===== src/rtl/rv_pkg.sv =====
// Shared register-file geometry and writeback-source encoding.
// Pure declarations; no logic, no latency, no backpressure.
package rv_pkg;

    localparam int REG_ADDR_W = 5;
    localparam int XLEN       = 32;
    localparam int NUM_REGS   = 32;

    typedef enum logic [1:0] {
        WB_NONE = 2'd0,
        WB_ALU  = 2'd1,
        WB_LU   = 2'd2
    } wb_src_e;

endpackage


===== src/rtl/regfile_scoreboard.sv =====
// Pending-write scoreboard for long-latency destinations with RAW/WAW hazard detect.
// Hazard is combinational from registered busy bits; set/clear land at the next edge.
// Stalls decode while any used operand or destination is still pending.
module regfile_scoreboard
    import rv_pkg::*;
(
    input  logic                  clk,
    input  logic                  reset,
    input  logic                  dec_valid,
    input  logic [REG_ADDR_W-1:0] dec_rs1,
    input  logic [REG_ADDR_W-1:0] dec_rs2,
    input  logic [REG_ADDR_W-1:0] dec_rd,
    input  logic                  dec_uses_rs1,
    input  logic                  dec_uses_rs2,
    input  logic                  dec_writes_rd,
    input  logic                  dec_is_long,
    input  logic                  clr_vld,
    input  logic [REG_ADDR_W-1:0] clr_addr,
    output logic                  issue_stall,
    output logic [NUM_REGS-1:0]   busy_mask,
    output logic                  sb_error
);

    logic [NUM_REGS-1:0] busy_q, busy_d;
    logic                sb_error_q, sb_error_d;
    logic                set_vld;

    // No bypass: a bit clearing this cycle still stalls until it is gone from busy_q.
    always_comb begin
        issue_stall = dec_valid & ((dec_uses_rs1  & busy_q[dec_rs1]) |
                                   (dec_uses_rs2  & busy_q[dec_rs2]) |
                                   (dec_writes_rd & busy_q[dec_rd]));
        set_vld     = dec_valid & dec_is_long & dec_writes_rd & ~issue_stall &
                      (dec_rd != '0);
    end

    // Clear is applied before set so a forced same-register collision leaves it busy.
    always_comb begin
        busy_d     = busy_q;
        sb_error_d = sb_error_q;
        if (clr_vld) begin
            if (!busy_q[clr_addr] && (clr_addr != '0)) begin
                sb_error_d = 1'b1;
            end
            busy_d[clr_addr] = 1'b0;
        end
        if (set_vld) begin
            busy_d[dec_rd] = 1'b1;
        end
        busy_d[0] = 1'b0;
    end

    always_ff @(posedge clk or posedge reset) begin
        if (reset) begin
            busy_q     <= '0;
            sb_error_q <= 1'b0;
        end else begin
            busy_q     <= busy_d;
            sb_error_q <= sb_error_d;
        end
    end

    assign busy_mask = busy_q;
    assign sb_error  = sb_error_q;

endmodule


===== src/rtl/regfile_wb_scheduler.sv =====
// Arbitrates the single register-file write port between ALU and long-unit writebacks.
// Grant and write are combinational in the same cycle; scoreboard updates at the edge.
// ALU wins by default; after STARVE_LIMIT+1 denied long cycles the ALU is held for one cycle.
module regfile_wb_scheduler
    import rv_pkg::*;
#(
    parameter int STARVE_LIMIT = 4,
    parameter int CNT_W        = $clog2(STARVE_LIMIT + 1)
) (
    input  logic                  clk,
    input  logic                  reset,
    input  logic                  dec_valid,
    input  logic [REG_ADDR_W-1:0] dec_rs1,
    input  logic [REG_ADDR_W-1:0] dec_rs2,
    input  logic [REG_ADDR_W-1:0] dec_rd,
    input  logic                  dec_uses_rs1,
    input  logic                  dec_uses_rs2,
    input  logic                  dec_writes_rd,
    input  logic                  dec_is_long,
    output logic                  issue_stall,
    input  logic                  alu_valid,
    input  logic [REG_ADDR_W-1:0] alu_addr,
    input  logic [XLEN-1:0]       alu_data,
    output logic                  alu_stall,
    input  logic                  lu_valid,
    input  logic [REG_ADDR_W-1:0] lu_addr,
    input  logic [XLEN-1:0]       lu_data,
    output logic                  lu_ready,
    output logic                  rf_should_write,
    output logic [REG_ADDR_W-1:0] rf_write_addr,
    output logic [XLEN-1:0]       rf_write_data,
    output logic [NUM_REGS-1:0]   busy_mask,
    output logic                  sb_error
);

    logic [CNT_W-1:0] starve_cnt_q, starve_cnt_d;
    logic             force_long_q, force_long_d;
    logic             alu_req;
    logic             lu_fire;
    logic             lu_denied;
    wb_src_e          wb_src;

    regfile_scoreboard u_scoreboard (
        .clk           (clk),
        .reset         (reset),
        .dec_valid     (dec_valid),
        .dec_rs1       (dec_rs1),
        .dec_rs2       (dec_rs2),
        .dec_rd        (dec_rd),
        .dec_uses_rs1  (dec_uses_rs1),
        .dec_uses_rs2  (dec_uses_rs2),
        .dec_writes_rd (dec_writes_rd),
        .dec_is_long   (dec_is_long),
        .clr_vld       (lu_fire),
        .clr_addr      (lu_addr),
        .issue_stall   (issue_stall),
        .busy_mask     (busy_mask),
        .sb_error      (sb_error)
    );

    // An ALU write to x0 is discarded, so it never competes for the port.
    always_comb begin
        alu_req  = alu_valid & (alu_addr != '0);
        lu_ready = 1'b1;
        wb_src   = WB_NONE;
        if (force_long_q) begin
            if (lu_valid && (lu_addr != '0)) wb_src = WB_LU;
        end else if (alu_req) begin
            lu_ready = 1'b0;
            wb_src   = WB_ALU;
        end else if (lu_valid && (lu_addr != '0)) begin
            wb_src = WB_LU;
        end
    end

    always_comb begin
        rf_should_write = 1'b0;
        rf_write_addr   = lu_addr;
        rf_write_data   = lu_data;
        unique case (wb_src)
            WB_ALU: begin
                rf_should_write = 1'b1;
                rf_write_addr   = alu_addr;
                rf_write_data   = alu_data;
            end
            WB_LU:   rf_should_write = 1'b1;
            default: rf_should_write = 1'b0;
        endcase
    end

    assign lu_fire   = lu_valid & lu_ready;
    assign lu_denied = lu_valid & ~lu_ready;

    // force_long only ever rises on a denied cycle, and a forced cycle always grants the long unit.
    always_comb begin
        starve_cnt_d = '0;
        force_long_d = force_long_q;
        if (lu_denied) begin
            starve_cnt_d = (starve_cnt_q == CNT_W'(STARVE_LIMIT)) ? starve_cnt_q
                                                                   : starve_cnt_q + CNT_W'(1);
        end
        if (lu_denied && (starve_cnt_q == CNT_W'(STARVE_LIMIT))) begin
            force_long_d = 1'b1;
        end else if (lu_fire || !lu_valid) begin
            force_long_d = 1'b0;
        end
    end

    always_ff @(posedge clk or posedge reset) begin
        if (reset) begin
            starve_cnt_q <= '0;
            force_long_q <= 1'b0;
        end else begin
            starve_cnt_q <= starve_cnt_d;
            force_long_q <= force_long_d;
        end
    end

    assign alu_stall = force_long_q;

endmodule


===== config.mk =====
export PLATFORM = sky130hd
export DESIGN_NAME = regfile_wb_scheduler
export DESIGN_NICKNAME = d
export VERILOG_FILES = /design/src/rtl/rv_pkg.sv /design/src/rtl/regfile_scoreboard.sv /design/src/rtl/regfile_wb_scheduler.sv
export SDC_FILE = /design/constraint.sdc
export NUM_CORES = 1
export LEC_CHECK = 0
export BUFFER_PORTS_ARGS = -buffer_cell sky130_fd_sc_hd__buf_2
export CORE_ASPECT_RATIO = 1.4
export CORE_UTILIZATION = 30
export CTS_BUF_LIST = sky130_fd_sc_hd__clkbuf_16
export CTS_CLUSTER_DIAMETER = 100
export DETAILED_ROUTE_END_ITERATION = 8
export SETUP_SLACK_MARGIN = 0.05
export SYNTH_ARGS = -nofsm -noshare
export SYNTH_HDL_FRONTEND = slang
export SYNTH_HIERARCHICAL = 1
export SYNTH_SLANG_ARGS = --single-unit

===== constraint.sdc =====
create_clock -name clk -period 2.9 [get_ports clk]
set_clock_uncertainty 0.15 [all_clocks]
set_input_delay 0.29 -clock clk [delete_from_list [all_inputs] [get_ports clk]]
set_output_delay 0.29 -clock clk [all_outputs]
set_load 0.005 [all_outputs]

==> impl_results.md <==
* Max Fclk at 0.3632 GHz
* Clock slew at reported path FFs at 0.06 ns
* Pint at 1.337 mW
* Layout Nets at 607
* Leakage at 2.311 nW
* Share of layout cells above drive strength 1 at 59.45%
* Primary FF master, synth: dfrtp_1
* Crit end category: primary output
* Crit Path Max Fanout at 2
* Layout fillers at 1182
* Mapped cell area at 3689 µm²
* P&R area growth vs syn at 32.12%
* CTS tree: yes
* First-pass GRT wire length at 19.20 mm
* Status: complete, no violations
* Routed WL per cell at 19.74 µm
* Crit path arrival time at 2.31 ns
* Pwr per Cell Area at 405.0 nW/µm²
* Sequential Power Share at 31.9%
* Worst-Margin Slew at 0.8733 ns
* Max-slew violations at 0
* Initial antenna violation count at 0
* Tcrit/Tclk final at 94.93%
* Die Span X at 95.72 µm
* Clock Tree Buf Depth at 2
* Hold_ws at 0.2940 ns
* DIE AREA at 12750 µm²
* Sw Ratio at 32.27%
* Kind of critical path: reg -> out
* Worst R2R Start: u_scoreboard/busy_mask[9]
* Post-layout util at 41.03%
* Unrepaired setup endpoints after global routing: false
* Peak supply drop at 0.0002160 V
* Psw at 637.0 µW
* Hold Path Class: in -> async
* Seq/Total Area, Yosys at 24.42%
* Post-Syn Nets at 436
* Critical path launch point type: flop
* DRC errors left at 0
* Total clock buffers created by CTS at 5
* Clock Sinks at 36
* DRT iter0 DRCs at 362
* Ys async rst share at 100.0%
* Final HPWL DP at 10.07 mm
* Avg Synthesized Cell Area at 10.98 µm²
* Initial core utilization at 31.05%
* CP Data Required Time at 2.46 ns
* Htree depth at 2
* CTS root buf: clkbuf_16
* Post-synth EDFFs at 0
* # diodes at 0
* Comb power frac at 36.2%
* Core Region at 11880 µm²
* ANT nets after route at 0
* Clk network pwr share at 31.9%
* DR vias at 3607
* DRT Pass-1 Iters at 4
* Drt total wl at 12.93 mm
* Netlist cell types at 53
* Row cnt at 47
* Largest net degree at the start of global routing at 33
* Gr usage total at 19.89%
* I/O Pins at 172
* Slew HR at 41.04%
* Crit path launch: u_scoreboard/busy_mask[9]
* Yosys warning count at 6
* Gr ovfl total at 0
* Total of max-cap violations at 0
* Die H at 133.2 µm
* Number of global-route vias before repair at 3456
* #FFs+latches synth at 36
* Via density per instance at 5.507
* Placer Congestion at 0.8731
* Final setup vio count at 0
* I/O Buffers at 170
* Clk Latency, worst-skew pair at 0.29 ns
* Synth Instances at 336
* Fin Setup TNS at 0 ns
* Fin crit period at 2.753 ns
* Fin. Hold Viols at 0
## critical path, cell delays in order, from the launching register on
cell,delay [ns]
dfrtp_2,0.43
mux4_2,0.45
mux2_2,0.27
a221o_1,0.31
a32o_2,0.27
o21a_1,0.16
buf_2,0.12
## synth_stat cells (3+ instances only)
| library cell | instances | area share (%) |
|---|---|---|
| nor3_1 | 3 | 0.41 |
| nand3b_1 | 3 | 0.61 |
| nand2_1 | 40 | 4.1 |
| inv_1 | 7 | 0.71 |
| nor2_1 | 13 | 1.3 |
| and2_1 | 3 | 0.51 |
| nand2b_1 | 6 | 1.0 |
| mux2_2 | 6 | 1.8 |
| nor2b_1 | 10 | 1.7 |
| dfrtp_1 | 36 | 24 |
| o21ai_0 | 33 | 4.5 |
| buf_12 | 3 | 1.6 |
| mux4_1 | 6 | 4.3 |
| o31ai_2 | 26 | 8.8 |
| clkbuf_1 | 11 | 1.1 |
| mux2_4 | 30 | 12 |
| mux2i_1 | 10 | 2.7 |
| a22oi_1 | 4 | 0.81 |
| nand3_1 | 4 | 0.54 |
| mux4_2 | 21 | 13 |
| a22o_1 | 4 | 0.95 |
| buf_2 | 5 | 0.68 |
| buf_6 | 5 | 1.5 |
| o31ai_4 | 3 | 1.7 |
| buf_1 | 3 | 0.31 |
## placed cells by master, fill, tap and decap left out, types with 2 or more instances in the layout
cell type / count
a21oi_1: 2
a221o_1: 2
a22o_1: 4
a22oi_1: 4
a31oi_1: 2
and2_1: 3
buf_2: 170
buf_4: 20
clkbuf_16: 5
dfrtp_1: 29
dfrtp_2: 7
ha_1: 2
inv_1: 7
mux2_2: 6
mux2_4: 30
mux2i_1: 10
mux4_1: 4
mux4_2: 23
nand2_1: 40
nand2b_1: 6
nand3_1: 4
nand3b_1: 3
nand4b_1: 2
nor2_1: 13
nor2b_1: 10
nor3_1: 3
nor3b_1: 2
o21ai_0: 33
o221ai_1: 2
o22ai_1: 2
o311ai_0: 2
o31a_2: 2
o31ai_1: 2
o31ai_2: 26
o31ai_4: 3
or2_2: 2
or3_1: 2
## path summary, 6_finish.rpt
kind	to	slack (ns)	depth (start not counted)
min	starve_cnt_q[2]	0.29	3
max reg2reg	u_scoreboard/busy_mask[5]	0.29	7
min reg2reg	u_scoreboard/sb_error	0.31	1
max in group asynchronous	u_scoreboard/busy_mask[13]	1.76	4
min in group clk	starve_cnt_q[1]	0.30	3
max	issue_stall	0.15	6
## metrics by stage
step                      setup WS (ns)  cells  cell area [µm²]  power, mW
final                            0.1470    655             4873      1.974
after global routing            0.05368    655             4873      2.067
after CTS                       0.06297    654             4872      1.975
after detailed placement         0.2675    638             4634      1.324
after global placement           0.2792    638             4634      1.316
after floorplan                  0.1891    336             3689      1.038
## power by group through the flow
stage / Sequential [mW] / Clock, mW / Combinational [mW]
floorplan: 0.620 / 0 / 0.418
global placement: 0.650 / 0 / 0.666
detailed placement: 0.649 / 0 / 0.674
CTS: 0.627 / 0.634 / 0.714
global route: 0.637 / 0.654 / 0.776
finish: 0.629 / 0.629 / 0.715
## final cells by class
cell class,count,area [µm²],share of cell area (%)
multi-input combinational,264,2551,52.35
clock buffer,5,125.1,2.567
timing repair buffer,192,1031,21.16
clock inverter,3,42.54,0.8729
tap,147,183.9,3.774
sequential,36,909.6,18.66
inverter,8,30.03,0.6162
## flip-flops by register name (all words and copies together), names as in the netlist
| signal | cells |
|---|---|
| alu_stall | 1 |
| u_scoreboard/sb_error | 1 |
| u_scoreboard/busy_mask | 31 |
| starve_cnt_q | 3 |
## layer usage
metal | vias up | part of all wire (%) | track usage (%)
li1 | 1636 | - | -
met1 | 1788 | 37 | 22.68
met2 | 167 | 53 | 36.94
met3 | 16 | 7.5 | 2.854
met4 | 0 | 2.0 | 6.551
met5 | - | 0 | 0
## timing repair
action,4_1_cts,5_1_grt
gates resized for setup,6,3
pin swaps,0,2
setup endpoints to repair,1,1
cloned,0,0
hold buffers,1,0
hold endpoints to repair,36,0
setup buffers,7,1
## kinds of logic after synthesis
family          share of synthesized area, %
compound gates                         21.91
xor+xnor                              0.2375
fa+ha+maj                             0.6783
buf+inv                                6.275
flops                                  24.42
mux                                    33.85
other cells                           0.1017
simple gates                           12.52
Note: power is estimated with default switching activity, not from simulation.
